**src/rtl/axis_uart_bridge_tx_pkg.sv**
```systemverilog
// Shared definitions for the AXI-Stream/UART bridge (transmit and receive halves).
package axis_uart_bridge_pkg;

  typedef enum logic [1:0] {
    IDLE_ST  = 2'd0,
    START_ST = 2'd1,
    DATA_ST  = 2'd2,
    STOP_ST  = 2'd3
  } tx_fsm;

  localparam int UART_DATA_BITS = 8;

  // Clock cycles per UART bit; integer division truncates so both halves agree.
  function automatic int clock_duration(input int freq_hz, input int uart_speed);
    return freq_hz / uart_speed;
  endfunction

endpackage

```
**src/rtl/axis_uart_bridge_tx_if.sv**
```systemverilog
// AXI-Stream word channel feeding the UART transmitter.
interface axis_uart_bridge_tx_if #(
  parameter int N_BYTES = 32
);
  logic [N_BYTES*8-1:0] S_AXIS_TDATA;
  logic                 S_AXIS_TVALID;
  logic                 S_AXIS_TREADY;

  modport master (
    output S_AXIS_TDATA,
    output S_AXIS_TVALID,
    input  S_AXIS_TREADY
  );

  modport slave (
    input  S_AXIS_TDATA,
    input  S_AXIS_TVALID,
    output S_AXIS_TREADY
  );
endinterface

```
**src/rtl/axis_uart_bridge_tx_bit_timer.sv**
```systemverilog
// Bit-period timer: counts 0..CLK_DUR-1 while enabled, pulses bit_end_o on the last count.
module uart_tx_bit_timer #(
  parameter int CLK_DUR = 868
) (
  input  logic clk,
  input  logic rst,
  input  logic en_i,
  input  logic clr_i,
  output logic bit_end_o
);
  localparam int CW = (CLK_DUR > 1) ? $clog2(CLK_DUR) : 1;
  localparam logic [CW-1:0] LAST = CW'(CLK_DUR - 1);

  logic [CW-1:0] cnt_q, cnt_d;

  assign bit_end_o = en_i & (cnt_q == LAST);

  // Counter register.
  always_ff @(posedge clk or posedge rst) begin
    if (rst) cnt_q <= '0;
    else     cnt_q <= cnt_d;
  end

  // Clear on a new word, otherwise wrap at the end of each bit period.
  always_comb begin
    cnt_d = cnt_q;
    if (clr_i)             cnt_d = '0;
    else if (en_i)         cnt_d = (cnt_q == LAST) ? '0 : cnt_q + CW'(1);
  end
endmodule

```
**src/rtl/axis_uart_bridge_tx.sv**
```systemverilog
// AXI-Stream to UART transmitter: each accepted word leaves as N_BYTES 8N1 frames,
// byte 0 first, each byte LSB-first.
module axis_uart_bridge_tx
  import axis_uart_bridge_pkg::*;
#(
  parameter int UART_SPEED = 115200,
  parameter int FREQ_HZ    = 100000000,
  parameter int N_BYTES    = 32
) (
  input  logic                  clk,
  input  logic                  reset,
  axis_uart_bridge_tx_if.slave  s_axis,
  output logic                  UART_TX,
  output logic                  BUSY
);
  localparam int CLK_DUR = clock_duration(FREQ_HZ, UART_SPEED);
  localparam int BW      = (N_BYTES > 1) ? $clog2(N_BYTES) : 1;
  localparam logic [BW-1:0] LAST_BYTE = BW'(N_BYTES - 1);

  tx_fsm                state_q, state_d;
  logic [N_BYTES*8-1:0] word_q, word_d;
  logic [BW-1:0]        byte_q, byte_d;
  logic [2:0]           bit_q, bit_d;
  logic                 tx_q, tx_d;
  logic                 tready_q, tready_d;
  logic                 busy_q, busy_d;
  logic                 bit_end;
  logic                 hs;
  logic [7:0]           cur_byte;

  assign hs                   = s_axis.S_AXIS_TVALID & tready_q;
  assign s_axis.S_AXIS_TREADY = tready_q;
  assign UART_TX              = tx_q;
  assign BUSY                 = busy_q;
  assign cur_byte             = 8'(word_q >> {byte_q, 3'b000});

  uart_tx_bit_timer #(.CLK_DUR(CLK_DUR)) u_timer (
    .clk       (clk),
    .rst       (reset),
    .en_i      (state_q != IDLE_ST),
    .clr_i     (hs),
    .bit_end_o (bit_end)
  );

  // State, indices and registered outputs; reset forces the line high at once.
  always_ff @(posedge clk or posedge reset) begin
    if (reset) begin
      state_q  <= IDLE_ST;
      byte_q   <= '0;
      bit_q    <= '0;
      tx_q     <= 1'b1;
      tready_q <= 1'b0;
      busy_q   <= 1'b0;
    end else begin
      state_q  <= state_d;
      byte_q   <= byte_d;
      bit_q    <= bit_d;
      tx_q     <= tx_d;
      tready_q <= tready_d;
      busy_q   <= busy_d;
    end
  end

  // Held word; only read while a transfer is in progress, so it needs no reset.
  always_ff @(posedge clk) begin
    word_q <= word_d;
  end

  // Next-state logic: frame sequencing across bits and bytes.
  always_comb begin
    state_d = state_q;
    word_d  = word_q;
    byte_d  = byte_q;
    bit_d   = bit_q;
    case (state_q)
      IDLE_ST: begin
        if (hs) begin
          word_d  = s_axis.S_AXIS_TDATA;
          byte_d  = '0;
          bit_d   = '0;
          state_d = START_ST;
        end
      end
      START_ST: begin
        if (bit_end) state_d = DATA_ST;
      end
      DATA_ST: begin
        if (bit_end) begin
          bit_d = bit_q + 3'd1;
          if (bit_q == 3'd7) state_d = STOP_ST;
        end
      end
      STOP_ST: begin
        if (bit_end) begin
          if (byte_q < LAST_BYTE) begin
            byte_d  = byte_q + BW'(1);
            state_d = START_ST;
          end else begin
            state_d = IDLE_ST;
          end
        end
      end
      default: state_d = IDLE_ST;
    endcase
  end

  // Output logic: computed from the next state so every output comes straight from a flop.
  always_comb begin
    tready_d = (state_d == IDLE_ST);
    busy_d   = (state_d != IDLE_ST);
    case (state_d)
      START_ST: tx_d = 1'b0;
      DATA_ST:  tx_d = cur_byte[bit_d];
      default:  tx_d = 1'b1;
    endcase
  end
endmodule

```
**src/flat_wrapper.sv**
```systemverilog
// flat-port wrapper written by rule: the top's interface ports become plain ports
module axis_uart_bridge_tx_flat import axis_uart_bridge_pkg::*;
#(
  parameter int UART_SPEED = 115200,
  parameter int FREQ_HZ    = 100000000,
  parameter int N_BYTES    = 32
)
  (clk, reset, UART_TX, BUSY, s_axis_S_AXIS_TDATA, s_axis_S_AXIS_TVALID, s_axis_S_AXIS_TREADY);
  axis_uart_bridge_tx_if #(.N_BYTES(N_BYTES)) s_axis_i ();
  input  logic clk;
  input  logic reset;
  output logic UART_TX;
  output logic BUSY;
  input wire logic [$bits(s_axis_i.S_AXIS_TDATA)-1:0] s_axis_S_AXIS_TDATA;
  input wire logic [$bits(s_axis_i.S_AXIS_TVALID)-1:0] s_axis_S_AXIS_TVALID;
  output wire logic [$bits(s_axis_i.S_AXIS_TREADY)-1:0] s_axis_S_AXIS_TREADY;
  assign s_axis_i.S_AXIS_TDATA = s_axis_S_AXIS_TDATA;
  assign s_axis_i.S_AXIS_TVALID = s_axis_S_AXIS_TVALID;
  assign s_axis_S_AXIS_TREADY = s_axis_i.S_AXIS_TREADY;
  axis_uart_bridge_tx #(.UART_SPEED(UART_SPEED), .FREQ_HZ(FREQ_HZ), .N_BYTES(N_BYTES)) u_core (.clk(clk), .reset(reset), .s_axis(s_axis_i), .UART_TX(UART_TX), .BUSY(BUSY));
endmodule
```
**config.mk**
```make
export PLATFORM = sky130hd
export DESIGN_NAME = axis_uart_bridge_tx_flat
export DESIGN_NICKNAME = d
export VERILOG_FILES = /design/src/rtl/axis_uart_bridge_tx_pkg.sv /design/src/rtl/axis_uart_bridge_tx_if.sv /design/src/rtl/axis_uart_bridge_tx_bit_timer.sv /design/src/rtl/axis_uart_bridge_tx.sv /design/src/flat_wrapper.sv
export SDC_FILE = /design/constraint.sdc
export NUM_CORES = 1
export LEC_CHECK = 0
export CAP_MARGIN = 20
export CORE_MARGIN = 2
export CORE_UTILIZATION = 45
export DETAILED_ROUTE_END_ITERATION = 12
export GPL_TIMING_DRIVEN = 0
export PLACE_DENSITY_LB_ADDON = 0.15
export REMOVE_ABC_BUFFERS = 1
export SLEW_MARGIN = 25
export SYNTH_ARGS = -nofsm -noshare
export SYNTH_HDL_FRONTEND = slang
export SYNTH_SLANG_ARGS = --single-unit
```
**constraint.sdc**
```tcl
create_clock -name clk -period 38.1 [get_ports clk]
set_clock_uncertainty 0.15 [all_clocks]
set_input_delay 5.715 -clock clk [delete_from_list [all_inputs] [get_ports clk]]
set_output_delay 5.715 -clock clk [all_outputs]
set_load 0.02 [all_outputs]
```
; Word-level counts from Yosys, hierarchy flattened
; Index checks and enable logic that the tools add are counted.
[word_totals]
input_bits = 259
out_inout_bits = 3
ff_bits = 279
elab_cells = 54
[op_classes]
reduce_logical = 8
mux = 20
n_addsub = 3
shifts = 1
bitwise_logic = 2
eq_ne = 10
n_lt_le_gt_ge = 2
[op_table]
columns = op, count
row1 = $shr 256x8->8, 1
row2 = $mux 10, 3
row3 = $mux 5, 3
row4 = $add 10x1->10 const B, 1
row5 = $eq 10x10->1 const B, 1
row6 = $mux 2, 5
row7 = $pmux 5 s2, 1
row8 = $pmux 2 s4, 1
row9 = $reduce_bool 2->1, 4
row10 = $eq 2x2->1 const B, 3
row11 = $mux 3, 2
row12 = $ne 2x1->1 const B, 3
row13 = $pmux 3 s2, 1
row14 = $add 5x1->5 const B, 1
row15 = $lt 5x5->1 const B, 1
row16 = $eq 2x1->1 const B, 2
row17 = $logic_not 2->1, 2
row18 = $lt 3x4->1 const B, 1
row19 = $reduce_and 4->1, 1
row20 = $add 3x1->3 const B, 1
row21 = $bmux 1 s3, 1
row22 = $eq 3x3->1 const B, 1
row23 = $and 1x1->1, 2
row24 = $mux 1, 2
row25 = 2 further kinds, 2

; Longest topological paths before layout
; Gate-level depths: netlist of run 1.
[depth]
ltp_word = 7
depth_mapped = 10
ltp_nobuf = 9

; Modules after synthesis
; From an unflattened synthesis of run 1, not the netlist that was laid out.
[hier_totals]
cells_unflattened = 568
hier_area_um2 = 11051.8
[by_module_without_submodules]
columns = mod, cells_each, seq_area_each_um2, area_per_inst_um2, n_inst
row1 = axis_uart_bridge_tx, 506, 8013.9, 10505.1, 1
row2 = uart_tx_bit_timer, 62, 250.2, 546.8, 1

; Worst setup path after synthesis of run 1
; Ideal clock, no wire load.
[synth_path]
kind = input-to-reg
from = input s_axis_S_AXIS_TVALID
to = register u_core.byte_q[4]
t_required_ns = 37.371
t_arrival_ns = 17.525
setup_ns = 0.579
setup_slack_ns = 19.846
stages = 6
n_path_buf = 0
path_cell_list = nand2_1 > nor2_1 > a41o_1 > nand4_1 > xor2_1 > nor2_1
[synth_between]
elab_chain_len = 3
[synth_lines]
columns = item, line_no
row1 = "start, declared", flat_wrapper.sv:15  ; input wire logic [$bits(s_axis_i.S_AXIS_TVALID)-1:0] s_axis_S_AXIS_TVALID;
row2 = $and 1x1->1, axis_uart_bridge_tx.sv:31  ; assign hs = s_axis.S_AXIS_TVALID & tready_q;
row3 = $ne 2x1->1 (no source line), -
row4 = $reduce_and 4->1 (no source line), -
row5 = "end signal, assigned", axis_uart_bridge_tx.sv:56  ; byte_q <= byte_d;
row6 = "end, declared", axis_uart_bridge_tx.sv:22  ; logic [BW-1:0] byte_q, byte_d;
; No other way between the ends.
; A chain may end at the register's enable or synchronous reset.

; Worst setup path after layout of run 1
[layout_path]
from = input s_axis_S_AXIS_TVALID
to = register u_core.tx_q (netlist: u_core.UART_TX)
[layout_between]
elab_chain_len = 6
elab_cells_between_ends = 10
cone_classes = eq/ne (2) / mux (7) / bitwise (1)
[layout_lines]
columns = item, line_no
row1 = $and 1x1->1, axis_uart_bridge_tx.sv:31
row2 = $mux 3, axis_uart_bridge_tx.sv:77  ; if (hs) begin
row3 = $pmux 3 s2, axis_uart_bridge_tx.sv:75  ; case (state_q)
row4 = named net u_core.bit_d[0], axis_uart_bridge_tx.sv:23  ; logic [2:0] bit_q, bit_d;
row5 = $bmux 1 s3, axis_uart_bridge_tx.sv:113  ; DATA_ST: tx_d = cur_byte[bit_d];
row6 = $mux 1 (implied by the code), axis_uart_bridge_tx.sv:113
row7 = $pmux 1 s2, axis_uart_bridge_tx.sv:111  ; case (state_d)
row8 = named net u_core.tx_d, axis_uart_bridge_tx.sv:24  ; logic tx_q, tx_d;
row9 = "end signal, assigned", axis_uart_bridge_tx.sv:58  ; tx_q <= tx_d;
row10 = "end, declared", axis_uart_bridge_tx.sv:24
; The timed path passes the listed nets, and every way through them passes these cells. The select of a mux whose other input is x is not followed.

==> results of run 1 <==
-- registers in the layout, summed over array words and instances, names as in the netlist --
register and flops:
u_core.BUSY 1, u_core.UART_TX 1, u_core.bit_q 3, u_core.byte_q 5, u_core.s_axis.S_AXIS_TREADY 1, u_core.state_q 2
u_core.u_timer.cnt_q 10, u_core.word_q 256
-- area by class of cell --
cell class,count,area (sq um),share of cell area [%]
clock buffers,46,852,5.60
clock inverters,9,96.3,0.633
inverters,11,43.8,0.288
multi-input cells,246,2640,17.3
flip-flops and latches,279,8270,54.3
well taps,324,405,2.66
repair buffers,274,2920,19.2
-- routing by layer --
metal	vias to the layer above	part of all wire [%]	wire, um	global-route usage, %
met5	-	0.053	13	0
met4	2	2.3	566	4.95
met3	47	6.0	1490	4.13
met2	206	53	13000	34.5
met1	3080	39	9650	24.3
li1	2874	-	-	-
-- where the power goes --
group          switching [mW]  total [mW]  internal (mW)
clock network           0.111       0.277          0.167
registers              0.0133       0.355          0.341
logic                  0.0373      0.0956         0.0583
-- layout by cell type (no fill, tap or decap), types with 4 or more instances in the layout --
master and instances:
a21oi_1 11, nor2b_1 7, nor2_1 20, xor2_1 9
buf_12 7, edfxtp_1 256, a22oi_1 16, mux4_2 62
clkdlybuf4s50_1 261, clkbuf_16 31, nand4_1 10, mux2i_1 9
ha_1 4, clkinv_2 4, nand2_1 19, buf_16 6
and3_1 4, and2_1 5, dfrtp_1 18, clkbuf_1 13
o21ai_0 9, nand3_1 16, inv_1 9, a22o_1 4
-- worst min path at each step --
stage          slack (ns)                                start                                   to  cells after the start
3_5_place_dp         0.42  u_core.u_timer.cnt_q[8]$_DFFE_PP0P_  u_core.u_timer.cnt_q[8]$_DFFE_PP0P_                      2
3_3_place_gp         0.39  u_core.u_timer.cnt_q[9]$_DFFE_PP0P_  u_core.u_timer.cnt_q[9]$_DFFE_PP0P_                      2
6_report             0.43  u_core.u_timer.cnt_q[8]$_DFFE_PP0P_  u_core.u_timer.cnt_q[8]$_DFFE_PP0P_                      2
2_1_floorplan        0.37  u_core.u_timer.cnt_q[9]$_DFFE_PP0P_  u_core.u_timer.cnt_q[9]$_DFFE_PP0P_                      2
4_1_cts              0.43  u_core.u_timer.cnt_q[8]$_DFFE_PP0P_  u_core.u_timer.cnt_q[8]$_DFFE_PP0P_                      2
5_1_grt              0.46  u_core.u_timer.cnt_q[1]$_DFFE_PP0P_  u_core.u_timer.cnt_q[1]$_DFFE_PP0P_                      2
-- worst max-delay path: cells and delay by family --
kind / cells / cell delay (ns)
AO/OA/AOI/OAI: 4 / 1.16
buffers and inverters: 2 / 0.59
multiplexers: 1 / 0.18
AND/OR/NAND/NOR: 2 / 0.46
-- synthesized netlist by cell type, types with 2 or more instances --
master      n
dfrtp_1    22
mux4_2     62
mux2_2      2
a32oi_1     2
and2_1      5
o211ai_1    3
ha_1        4
mux2i_1     9
a31oi_1     3
nand4_1    10
a211oi_2    2
buf_2      10
a21oi_1    11
nor3_1      3
a22oi_1    16
xnor2_1     2
buf_4       4
nand4b_1    2
and3_1      4
nor2_1     21
nand3_1    16
o21ai_0     9
a22o_1      4
nand2_1    19
clkbuf_1   11
xor2_1      9
nor2b_1     7
edfxtp_1  256
nand2b_1    2
inv_1      10
-- kinds of logic after synthesis --
family | after synthesis | share of synthesized area (%)
DFF | 279 | 74.6
buffers and inverters | 38 | 1.63
adders and majority gates | 4 | 0.452
muxes | 73 | 13.6
and+or+nand+nor | 98 | 4.76
xor gates and xnor gates | 11 | 0.870
AOI/OAI and AO/OA | 60 | 4.04
-- through the flow --
step	instance area (sq um)	setup slack (ns)	power, mW
finish	15200	30.27	0.728
global route	15200	30.21	0.756
detailed placement	14300	29.79	0.458
CTS	15200	30.33	0.736
global placement	14000	16.06	0.459
floorplan	10900	19.76	0.411
==> results.json, run 1 <==
{
  "hold_path_class": "flop to flop",
  "syn_to_final_growth_pct": 37.5,
  "grt_pass1_wl_mm": 38.3,
  "endpoint": "u_core.UART_TX$_DFF_PP1_",
  "antenna_cells": 0,
  "setup_violations": 0,
  "synth-edff-count": 256,
  "io_buffers": 261,
  "status": "finished clean",
  "synth_area_sq_um": 11100,
  "drtAntennaViolNets": 0,
  "cp.required_ns": 38.38,
  "nFillCells": 1752,
  "clk_path_buf_depth": 3,
  "dp_cells": 1134,
  "drv_cap": 0,
  "p_per_area_nw_per_um2": 47.8,
  "yosys_warnings": 0,
  "arrival_ns": 8.11,
  "cp-end-kind": "flop",
  "pin_count": 262,
  "seq_area_frac_synth_pct": 74.6,
  "crit_start": "s_axis_S_AXIS_TVALID",
  "tritoncts": "done",
  "critPathMaxStageDelay_ns": 0.52,
  "fin_util_pct": 62.8,
  "worstMarginPinSlew_ns": 0.825,
  "ys_ff_latch": 279,
  "viasPerCell": 5.22,
  "cts_root_buf": "clkbuf_16",
  "fin_crit_ns": 7.83,
  "synth_cell_types": 53,
  "path_max_fanout": 7,
  "yosys.area.top_type": "edfxtp_1",
  "drtPass1Iterations": 5,
  "vias": 6209,
  "antenna_found_initial": 1,
  "cts_setup_buffers": 0,
  "yosys-top-cells-area": "edfxtp_1, mux4_2, dfrtp_1",
  "synthFlopType": "edfxtp_1",
  "ff2ff_setup_slack_ns": 35.06,
  "async_flop_share_pct": 8.24,
  "final_hold_viol_count": 0,
  "h-tree-depth": 1,
  "routed_wl_mm": 24.7,
  "grt_max_degree": 34,
  "cts.clk_slew.worst_paths_ns": 0.06,
  "wl_per_cell_um": 20.8,
  "leakage_nw": 5.05,
  "dpl.hpwl_mm": 17.9,
  "drc": 0,
  "slowest_stage": "clkdlybuf4s50_1",
  "core.rowCount": 57,
  "slew_headroom_pct": 44.8,
  "place_congestion": 0.776,
  "rr_startpoint": "u_core.byte_q[2]$_DFFE_PP0P_",
  "die-area_sq_um": 25900,
  "drt-initial-drc-count": 332,
  "syn_inst": 563,
  "first_global_vias": 6919,
  "rsz0062_at_grt": "false",
  "start_util_pct": 45.7,
  "startpoint_type": "input port",
  "groute.usage.overall_pct": 19.4,
  "ctsResizeCount": 0,
  "avgSynthCellArea_sq_um": 19.7,
  "finalSetupTns_ns": 0,
  "coreArea_sq_um": 24200,
  "ff2ff_path_depth": 7,
  "finalCritPeriodShare_pct": 20.6,
  "drive_gt1_share_pct": 15.4,
  "nets": 1105,
  "synth_top_area_share_pct": 69.4,
  "die_width_um": 161,
  "path_cells": "clkdlybuf4s50_1, a21oi_1, o21ai_0, and3_4, inv_4, mux2i_1, a2111o_1, and3_1, a211oi_2",
  "ctsHoldBuffers": 0,
  "overflow": 0,
  "cts_buffers": 30,
  "cts_sinks": 279,
  "clk_latency_ns": 0.54,
  "max-vdd-ir-drop_mv": 0.0341,
  "path_class": "input port to flop",
  "fmax_mhz": 128,
  "reg2reg_to": "u_core.UART_TX$_DFF_PP1_",
  "layout.cells.non_filler": 1189,
  "die_h_um": 161,
  "holdWs_ns": 0.434,
  "slew_viol_final": 0
}
Note: power is estimated with default switching activity, not from simulation.
==> run 2, diff against run 1 <==
- clock period: 38.1 -> 6.45 ns (I/O delays scaled with it)
==> results of run 2 <==
The final DEF is identical to that of run 1. Status: finished clean.
Main changes from that run: setup slack after placement 29.79 ns -> 2.88 ns; setup slack after layout 30.27 ns -> 3.37 ns; register-to-register setup slack 35.06 ns -> 3.41 ns; total power 0.728 mW -> 4.30 mW; worst IR drop on VDD 0.0341 mV -> 0.201 mV
==> run 3, diff against run 2 <==
- clock period: 6.45 -> 2.9 ns (I/O delays scaled with it)
==> results.json, run 3 (synthesis gave the netlist of run 1 again) <==
{
  "cp.required_ns": 3.18,
  "die-area_sq_um": 25900,
  "regMostFlops": "u_core.word_q",
  "design_area_sq_um": 15400,
  "slew_viol_final": 0,
  "groute.usage.overall_pct": 19.6,
  "cts.clk_slew.worst_paths_ns": 0.06,
  "worstMarginPinSlew_ns": 0.832,
  "cts_sinks": 279,
  "arrival_ns": 3.16,
  "path_max_fanout": 7,
  "vias": 6276,
  "die_width_um": 161,
  "final_hold_viol_count": 0,
  "antenna_found_initial": 1,
  "top_regs": "u_core.word_q (256), u_core.u_timer.cnt_q (10), u_core.byte_q (5)",
  "ff2ff_path_depth": 8,
  "clk_path_buf_depth": 3,
  "dp_cells": 1134,
  "startpoint_type": "flop",
  "slew_headroom_pct": 44.2,
  "finalCritPeriodShare_pct": 99.3,
  "drt-initial-drc-count": 332,
  "drv_cap": 0,
  "start_util_pct": 45.7,
  "final_cell_mix": "clkdlybuf4s50_1, edfxtp_1, mux4_2",
  "clk_latency_ns": 0.54,
  "reg2reg_to": "u_core.UART_TX$_DFF_PP1_",
  "fin_crit_ns": 2.88,
  "die_h_um": 161,
  "multi_input_area_sq_um": 2660,
  "drtAntennaViolNets": 0,
  "seq_area_sq_um": 8280,
  "setup_violations": 0,
  "rsz0062_at_grt": "true",
  "layout.cells.non_filler": 1205,
  "grt_max_degree": 34,
  "status": "finished clean",
  "routed_wl_mm": 25.1,
  "first_global_vias": 6919,
  "viasPerCell": 5.21,
  "dpl.hpwl_mm": 17.9,
  "nFillCells": 1736,
  "drc": 0,
  "pin_count": 262,
  "coreArea_sq_um": 24200,
  "grt_pass1_wl_mm": 38.6,
  "fin_util_pct": 63.4,
  "syn_to_final_growth_pct": 38.8,
  "fmax_mhz": 347,
  "drtPass1Iterations": 4,
  "place_congestion": 0.776,
  "core.rowCount": 57,
  "worst_slack_ns": 0.0189,
  "dp_slack_ns": -0.158,
  "path_class": "flop to flop",
  "nets": 1121,
  "cts_buffers": 30,
  "mostFrequentLayoutCell": "clkdlybuf4s50_1",
  "io_buffers": 261,
  "ff2ff_setup_slack_ns": 0.02,
  "cts_root_buf": "clkbuf_16",
  "place_area_sq_um": 14300,
  "wl_per_cell_um": 20.8,
  "max-vdd-ir-drop_mv": 0.447,
  "overflow": 0,
  "leakage_nw": 5.13,
  "h-tree-depth": 1,
  "antenna_cells": 0,
  "p_per_area_nw_per_um2": 624,
  "cp-end-kind": "flop",
  "rr_startpoint": "u_core.u_timer.cnt_q[3]$_DFFE_PP0P_",
  "drive_gt1_share_pct": 17.6,
  "tritoncts": "done",
  "hold_path_class": "input port to asynchronous set/reset pin",
  "largest_register_ffs": 256
}
[run 3: per-layer routing]
layer / vias to the layer above / part of all wire, % / GRT usage [%] / wire length [um]
li1: 2902 / - / - / -
met1: 3146 / 39 / 24.7 / 9910
met2: 185 / 53 / 34.8 / 13200
met3: 41 / 5.8 / 4.13 / 1450
met4: 2 / 2.0 / 4.63 / 506
met5: - / 0.052 / 0 / 13
[run 3: cell type report]
cell class | count | area share, %
Multi-Input combinational cell | 246 | 17.3
Clock buffer | 46 | 5.54
Inverter | 11 | 0.285
Sequential cell | 279 | 53.8
Timing Repair Buffer | 290 | 19.8
Clock inverter | 9 | 0.627
Tap cell | 324 | 2.64
[run 3: what timing repair did]
action | 4_1_cts | 5_1_grt
endpoints found under the hold margin | 0 | 0
hold buffers | 0 | 0
pin swaps | 2 | 4
gates resized for setup | 2 | 6
setup buffers | 3 | 13
setup endpoints to repair | 1 | 30
[run 3: where the power goes]
group	switching, mW	leakage [nW]	internal, mW	total (mW)
clock network	1.45	0.463	2.19	3.64
registers	0.158	2.59	4.49	4.65
logic	0.523	2.07	0.785	1.31
[run 3: through the flow]
stage               total power, mW  hold slack [ns]  TNS [ns]
floorplan                      5.40            0.286  -2553.83
global placement               6.03            0.394  -3387.42
detailed placement             6.02            0.421     -2.21
CTS                            9.69            0.261         0
global route                   9.97            0.189   -0.0782
finish                         9.60            0.129         0
[run 3: worst max path at each step]
| stage | from | end | slack, ns | cells after the start |
|---|---|---|---|---|
| final | u_core.u_timer.cnt_q[3]$_DFFE_PP0P_ | u_core.UART_TX$_DFF_PP1_ | 0.02 | 8 |
| after CTS | u_core.byte_q[4]$_DFFE_PP0P_ | u_core.UART_TX$_DFF_PP1_ | 0.01 | 7 |
| after floorplan | u_core.state_q[1]$_DFF_PP0_ | u_core.byte_q[3]$_DFFE_PP0P_ | -10.52 | 6 |
| after global routing | u_core.u_timer.cnt_q[3]$_DFFE_PP0P_ | u_core.UART_TX$_DFF_PP1_ | -0.08 | 8 |
| after detailed placement | u_core.byte_q[2]$_DFFE_PP0P_ | u_core.UART_TX$_DFF_PP1_ | -0.16 | 7 |
| after global placement | s_axis_S_AXIS_TVALID | u_core.byte_q[3]$_DFFE_PP0P_ | -13.86 | 7 |
[run 3: critical path, cell delays in order (launching register included)]
cell and delay [ns]:
dfrtp_1 0.45, or4b_4 0.55, o311ai_4 0.27, and3_4 0.26
inv_4 0.07, mux2i_1 0.17, a2111o_1 0.43, and3_1 0.16
a211oi_2 0.26
